<file path="src/rtl/dci_reset_ctrl_if.sv">
// Handshake bundle between the DCI reset sequencer and its environment.
// The slave side is the sequencer; the master side drives start/locked.
`timescale 1ns/1ps

interface dci_reset_ctrl_if;
    logic       start;      // single-cycle (re)calibration request
    logic       locked;     // raw LOCKED from the DCIRESET wrapper
    logic       dci_rst;    // wrapper reset, active high
    logic       ready;      // calibrated and lock stable
    logic       busy;       // sequence in progress
    logic       error;      // sticky: every attempt timed out
    logic       lock_lost;  // sticky: lock dropped while ready
    logic [3:0] retries;    // timeouts in the current sequence

    modport master (
        output start, locked,
        input  dci_rst, ready, busy, error, lock_lost, retries
    );

    modport slave (
        input  start, locked,
        output dci_rst, ready, busy, error, lock_lost, retries
    );
endinterface

</file>
<file path="src/rtl/dci_reset_ctrl.sv">
// DCI reset sequencer: pulses the DCIRESET wrapper reset, waits for a stable
// LOCKED with a timeout, retries a bounded number of times, and recalibrates
// automatically when lock is lost. 'ready' gates the DDR3 PHY bring-up.
`timescale 1ns/1ps

module dci_reset_ctrl #(
    parameter int unsigned RST_CYCLES     = 16,
    parameter int unsigned TIMEOUT_CYCLES = 50000,
    parameter int unsigned STABLE_CYCLES  = 8,
    parameter int unsigned MAX_RETRIES    = 3,
    parameter bit          AUTO_START     = 1'b1
) (
    input  logic            clk,
    input  logic            rst_n,
    dci_reset_ctrl_if.slave bus
);

    typedef enum logic [2:0] {
        ST_IDLE,
        ST_ASSERT,
        ST_WAIT_LOCK,
        ST_READY,
        ST_FAIL
    } state_e;

    // Terminal counts: a counter that starts at 0 on state entry spends
    // exactly N cycles in the state when it leaves at N-1.
    localparam logic [15:0] RST_LAST     = 16'(RST_CYCLES - 1);
    localparam logic [15:0] TIMEOUT_LAST = 16'(TIMEOUT_CYCLES - 1);
    localparam logic [15:0] STABLE_LAST  = 16'(STABLE_CYCLES - 1);
    localparam logic [3:0]  RETRY_LIMIT  = 4'(MAX_RETRIES);

    logic        sync1_q, sync2_q;
    logic        locked_sync;

    state_e      state_q, state_d;
    logic [15:0] cnt_q, cnt_d;
    logic [15:0] stable_q, stable_d;
    logic [3:0]  retries_q, retries_d;
    logic        error_q, error_d;
    logic        lock_lost_q, lock_lost_d;
    logic        dci_rst_q, ready_q, busy_q;

    // Two-flop synchronizer for the asynchronous LOCKED input.
    // NOTE: sequential state uses non-blocking assignments so every flop
    // samples the pre-edge value of its neighbours.
    always_ff @(posedge clk or negedge rst_n) begin
        if (!rst_n) begin
            sync1_q <= 1'b0;
            sync2_q <= 1'b0;
        end else begin
            sync1_q <= bus.locked;
            sync2_q <= sync1_q;
        end
    end

    assign locked_sync = sync2_q;

    // Next-state and counter logic for the calibration sequence.
    // NOTE: every signal gets a default before the case so no path leaves a
    // variable unassigned, which would otherwise infer a latch.
    always_comb begin
        state_d     = state_q;
        cnt_d       = cnt_q + 16'd1;
        stable_d    = '0;
        retries_d   = retries_q;
        error_d     = error_q;
        lock_lost_d = lock_lost_q;

        unique case (state_q)
            ST_IDLE: begin
                cnt_d = '0;
                if (AUTO_START || bus.start) state_d = ST_ASSERT;
            end

            ST_ASSERT: begin
                if (cnt_q == RST_LAST) begin
                    state_d = ST_WAIT_LOCK;
                    cnt_d   = '0;
                end
            end

            ST_WAIT_LOCK: begin
                stable_d = locked_sync ? stable_q + 16'd1 : '0;
                // A stable lock wins over a timeout landing on the same cycle.
                if (locked_sync && (stable_q == STABLE_LAST)) begin
                    state_d = ST_READY;
                    cnt_d   = '0;
                end else if (cnt_q == TIMEOUT_LAST) begin
                    cnt_d     = '0;
                    retries_d = (retries_q == 4'hF) ? retries_q : retries_q + 4'd1;
                    if (retries_q < RETRY_LIMIT) begin
                        state_d = ST_ASSERT;
                    end else begin
                        state_d = ST_FAIL;
                        error_d = 1'b1;
                    end
                end
            end

            ST_READY: begin
                cnt_d = '0;
                // Lock loss and start collapse into one recalibration.
                if (!locked_sync || bus.start) begin
                    state_d   = ST_ASSERT;
                    retries_d = '0;
                    if (!locked_sync) lock_lost_d = 1'b1;
                end
            end

            ST_FAIL: begin
                cnt_d = '0;
                if (bus.start) begin
                    state_d   = ST_ASSERT;
                    error_d   = 1'b0;
                    retries_d = '0;
                end
            end

            default: begin
                state_d = ST_IDLE;
                cnt_d   = '0;
            end
        endcase
    end

    // State, counters and registered outputs; outputs decode the next state
    // so they change on the same edge as the state they describe.
    always_ff @(posedge clk or negedge rst_n) begin
        if (!rst_n) begin
            state_q     <= ST_IDLE;
            cnt_q       <= '0;
            stable_q    <= '0;
            retries_q   <= '0;
            error_q     <= 1'b0;
            lock_lost_q <= 1'b0;
            dci_rst_q   <= 1'b0;
            ready_q     <= 1'b0;
            busy_q      <= 1'b0;
        end else begin
            state_q     <= state_d;
            cnt_q       <= cnt_d;
            stable_q    <= stable_d;
            retries_q   <= retries_d;
            error_q     <= error_d;
            lock_lost_q <= lock_lost_d;
            dci_rst_q   <= (state_d == ST_ASSERT);
            ready_q     <= (state_d == ST_READY);
            busy_q      <= (state_d == ST_ASSERT) || (state_d == ST_WAIT_LOCK);
        end
    end

    assign bus.dci_rst   = dci_rst_q;
    assign bus.ready     = ready_q;
    assign bus.busy      = busy_q;
    assign bus.error     = error_q;
    assign bus.lock_lost = lock_lost_q;
    assign bus.retries   = retries_q;

endmodule

</file>
<file path="src/flat_wrapper.sv">
// flat-port wrapper written by rule: the top's interface ports become plain ports
module dci_reset_ctrl_flat 
#(
    parameter int unsigned RST_CYCLES     = 16,
    parameter int unsigned TIMEOUT_CYCLES = 50000,
    parameter int unsigned STABLE_CYCLES  = 8,
    parameter int unsigned MAX_RETRIES    = 3,
    parameter bit          AUTO_START     = 1'b1
)
  (clk, rst_n, bus_start, bus_locked, bus_dci_rst, bus_ready, bus_busy, bus_error, bus_lock_lost, bus_retries);
  dci_reset_ctrl_if bus_i ();
  input  logic clk;
  input  logic rst_n;
  input wire logic [$bits(bus_i.start)-1:0] bus_start;
  input wire logic [$bits(bus_i.locked)-1:0] bus_locked;
  output wire logic [$bits(bus_i.dci_rst)-1:0] bus_dci_rst;
  output wire logic [$bits(bus_i.ready)-1:0] bus_ready;
  output wire logic [$bits(bus_i.busy)-1:0] bus_busy;
  output wire logic [$bits(bus_i.error)-1:0] bus_error;
  output wire logic [$bits(bus_i.lock_lost)-1:0] bus_lock_lost;
  output wire logic [$bits(bus_i.retries)-1:0] bus_retries;
  assign bus_i.start = bus_start;
  assign bus_i.locked = bus_locked;
  assign bus_dci_rst = bus_i.dci_rst;
  assign bus_ready = bus_i.ready;
  assign bus_busy = bus_i.busy;
  assign bus_error = bus_i.error;
  assign bus_lock_lost = bus_i.lock_lost;
  assign bus_retries = bus_i.retries;
  dci_reset_ctrl #(.RST_CYCLES(RST_CYCLES), .TIMEOUT_CYCLES(TIMEOUT_CYCLES), .STABLE_CYCLES(STABLE_CYCLES), .MAX_RETRIES(MAX_RETRIES), .AUTO_START(AUTO_START)) u_core (.clk(clk), .rst_n(rst_n), .bus(bus_i));
endmodule
</file>
<file path="config.mk">
export PLATFORM = sky130hd
export DESIGN_NAME = dci_reset_ctrl_flat
export DESIGN_NICKNAME = d
export VERILOG_FILES = /design/src/rtl/dci_reset_ctrl_if.sv /design/src/rtl/dci_reset_ctrl.sv /design/src/flat_wrapper.sv
export SDC_FILE = /design/constraint.sdc
export NUM_CORES = 1
export LEC_CHECK = 0
export ABC_CLOCK_PERIOD_IN_PS = 2600
export BUFFER_PORTS_ARGS = -buffer_cell sky130_fd_sc_hd__buf_4
export CAP_MARGIN = 20
export CORE_MARGIN = 3
export CORE_UTILIZATION = 59
export CTS_BUF_LIST = sky130_fd_sc_hd__clkbuf_16
export DETAILED_ROUTE_END_ITERATION = 10
export PLACE_DENSITY = 0.78
export SYNTH_ARGS = -nofsm -noshare
export SYNTH_HDL_FRONTEND = slang
export SYNTH_SLANG_ARGS = --single-unit
</file>
<file path="constraint.sdc">
create_clock -name clk -period 2.6 [get_ports clk]
set_input_delay 0.26 -clock clk [delete_from_list [all_inputs] [get_ports clk]]
set_output_delay 0.26 -clock clk [all_outputs]
set_load 0.005 [all_outputs]
</file>
==> summary.txt <==
Critical path
  – FF-to-FF Start: u_core.cnt_q[4]
  – FF-to-FF path depth: 5
  – Worst setup startpoint: u_core.cnt_q[4]
  – Largest driver fanout on the critical path: 5
  – R2R setup slack: 0.09 ns
  – Worst Setup End Kind: flip-flop
  – Critical R2R Capture: u_core.bus.retries[0]
  – Setup Crit Path Kind: reg -> reg
  – Critical path endpoint: u_core.bus.retries[0]
  – Required time of the critical path: 2.77 ns
  – CP startpoint kind: flip-flop
  – Arr. time, crit path: 2.68 ns

Clock tree
  – Clk slew on worst S/H paths: 0.06 ns
  – CTS tree: yes
  – Setup fix buffers added after clock tree synthesis: 0
  – Clock Tree Buf Depth: 2
  – Clock Latency Late Sink: 0.29 ns
  – Post-CTS Resized: 0
  – Root Buffer: clkbuf_16
  – # H-tree levels: 2
  – CTS sink count: 46
  – Post-CTS Hold Buffers: 1
  – CTS buffer count: 5

Detailed routing
  – Routed Antenna Nets: 0
  – DR vias: 1,647
  – TritonRoute pass-1 iters: 4
  – Detailed-route wire length per cell: 15.5 um
  – Final WL: 4.36 mm
  – DR vias/cell: 5.86
  – Remaining DRCs: 0
  – 1st-iter DRT viols: 169

Pwr
  – Power Dens Cells: 818 nW/um^2
  – Leak Pwr: 1.13 nW
  – Peak VDD IR: 674 uV

STA
  – Max frequency: 399 MHz
  – Setup violations, final: 0
  – Final hold violation count: 0
  – Worst slew margin: 0.561
  – Worst-margin pin slew: 0.649 ns
  – Crit path time final: 2.51 ns
  – Worst Clk Skew: 0.00440 ns
  – Fin crit share: 0.964
  – Setup TNS: 0 ns
  – Slew Limit Fails: 0
  – RSZ-0062 raised after global routing: no

Placement
  – Area after DPL: 2350 um^2
  – GPL Wtd Cong: 0.850
  – Port bufs: 12
  – Dpl hpwl: 2.87 mm

Finish
  – Final instance area: 2560 um^2
  – Nets: 241
  – Area Overhead vs Synth: 16.1%
  – Layout cells sized above 1: 0.132
  – Footprint of the multi-input gates: 1010 um^2
  – Fillers: 231
  – FF+latch area: 1150 um^2
  – Ant diodes: 0
  – Util after Layout: 0.737

Floorplan
  – Die H: 67.1 um
  – Starting density of the core: 0.635
  – Total Die Area: 4500 um^2
  – Core area: 3470 um^2
  – Die width: 67.1 um
  – Top Ports: 13
  – Cell Rows: 21

GRT
  – Tot GR Track Use: 0.224
  – First-pass GRT wire length: 7.45 mm
  – Largest net degree at the start of global routing: 47
  – Vias in the first global route: 1,619
  – Initial antenna violation count: 0
  – Grt ovf: 0

Yosys
  – Register bit total from synthesis: 46
  – Adder-cell share of the synthesized area: 0.0170
  – Post-synth cell types: 38
  – Avg Synthesized Cell Area: 10.2 um^2
  – Post-synthesis sequential area ratio: 0.522
  – Mapped Cells: 215
  – Ys Warns: 0
  – Largest family of logic cells by synthesized area: simple AND/OR/NAND/NOR gates
  – Post-Synth XOR/XNOR Area: 0.111
  – Complex-gate fraction of the synthesized area: 0.0761
  – Mapped Area: 2200 um^2
  – Mux share of post-synthesis cell area: 0.00681
  – Syn_nets: 222
  – Simple-gate share of the synthesized area: 0.249

Worst hold path
  – HP Class: in -> reg
  – Worst hold start: bus_locked

Outcome
  – Status: complete, no violations

Flow run
  – MaxCap Viol Count: 0
-- power breakdown --
group	switching (W)	internal, W	total (W)
registers	0.0000855	0.000797	0.000883
logic	0.000200	0.000188	0.000388
clock network	0.000270	0.000552	0.000822
-- through the flow --
step | hold slack (ns) | setup WS (ns) | std cells | total power, W
4_1_cts | 0.0783 | 0.100 | 281 | 0.00210
5_1_grt | 0.0717 | 0.0360 | 281 | 0.00219
6_report | 0.0767 | 0.0941 | 281 | 0.00209
3_3_place_gp | 0.284 | 0.164 | 272 | 0.00125
2_1_floorplan | -0.0356 | 0.205 | 215 | 0.00113
3_5_place_dp | 0.287 | 0.115 | 272 | 0.00127
-- critical path, stage by stage (launching register included) --
cell and delay (ns):
dfrtp_1 0.42, or4_4 0.55, or4_4 0.58, o21a_1 0.24, or2_4 0.29, mux2_4 0.30
-- cells by family after synthesis --
kind of cell / count (synthesis)
AOI/OAI and AO/OA: 24
xor gates and xnor gates: 28
adders and majority gates: 3
buffers and inverters: 10
DFF: 46
muxes: 1
and+or+nand+nor: 103
-- final cells by class --
| class | count | area share |
|---|---|---|
| Tap cell | 46 | 0.0225 |
| Timing Repair Buffer | 15 | 0.0450 |
| Sequential cell | 46 | 0.450 |
| Clock buffer | 5 | 0.0489 |
| Inverter | 7 | 0.0103 |
| Multi-Input combinational cell | 159 | 0.396 |
| Clock inverter | 3 | 0.0269 |
-- registers in the layout, summed over array words and instances (netlist names), 3 cells and up --
name / count
u_core.cnt_q: 16
u_core.stable_q: 16
u_core.bus.retries: 4
u_core.state_q: 3
-- metal layers --
| metal | vias up | wire length [um] | GRT usage |
|---|---|---|---|
| li1 | 792 | - | - |
| met1 | 810 | 2000 | 0.291 |
| met2 | 36 | 2090 | 0.357 |
| met3 | 9 | 191 | 0.0506 |
| met4 | 0 | 81 | 0.0987 |
| met5 | - | 0 | 0 |
-- cell usage in the layout (no fill, tap or decap), drive strengths merged, types with 2 or more instances in the layout --
master and count:
a21o 2, a21oi 4, a31oi 3, and3 6
and4 2, buf 14, bufinv 2, clkbuf 5
dfrtp 46, ha 3, inv 7, nand2 10
nand3 11, nand4 9, nor2 37, nor2b 5
nor3 5, nor4 2, nor4b 3, o21ai 4
o22ai 2, o31ai 3, o41ai 2, or3 4
or3b 2, or4 2, xnor2 12, xor2 16
-- Yosys cell counts --
library cell,count,area (um^2)
a211o_2,1,10.0
a21o_1,2,15.0
a21oi_1,4,20.0
a31o_2,1,8.76
a31oi_1,3,18.8
and3_1,6,37.5
and3b_1,1,8.76
and4_1,2,17.5
and4b_1,1,10.0
buf_2,1,5.00
clkbuf_1,2,7.51
dfrtp_1,46,1150
ha_1,3,37.5
inv_1,7,26.3
mux2_4,1,15.0
nand2_1,10,37.5
nand3_1,11,55.1
nand4_1,9,56.3
nor2_1,37,139
nor2b_1,5,31.3
nor3_1,5,25.0
nor3b_1,1,7.51
nor4_1,2,12.5
nor4b_1,3,26.3
nor4bb_1,1,10.0
o211ai_1,1,7.51
o21a_1,1,7.51
o21ai_0,4,20.0
o22ai_1,2,12.5
o31ai_1,3,22.5
o41ai_1,1,8.76
o41ai_2,1,16.3
or2_4,1,8.76
or3_1,4,25.0
or3b_2,2,17.5
or4_4,2,22.5
xnor2_1,12,105
xor2_1,16,140
-- how the worst min path moves through the flow --
stage | end | slack [ns] | cells after the start
finish | u_core.sync1_q | 0.08 | 1
detailed placement | u_core.bus.retries[3] | 0.29 | 1
CTS | u_core.sync1_q | 0.08 | 1
floorplan | u_core.bus.busy | -0.04 | 0
global route | u_core.sync1_q | 0.07 | 1
global placement | u_core.bus.retries[1] | 0.28 | 1
Power figures use the tool's default switching activity.
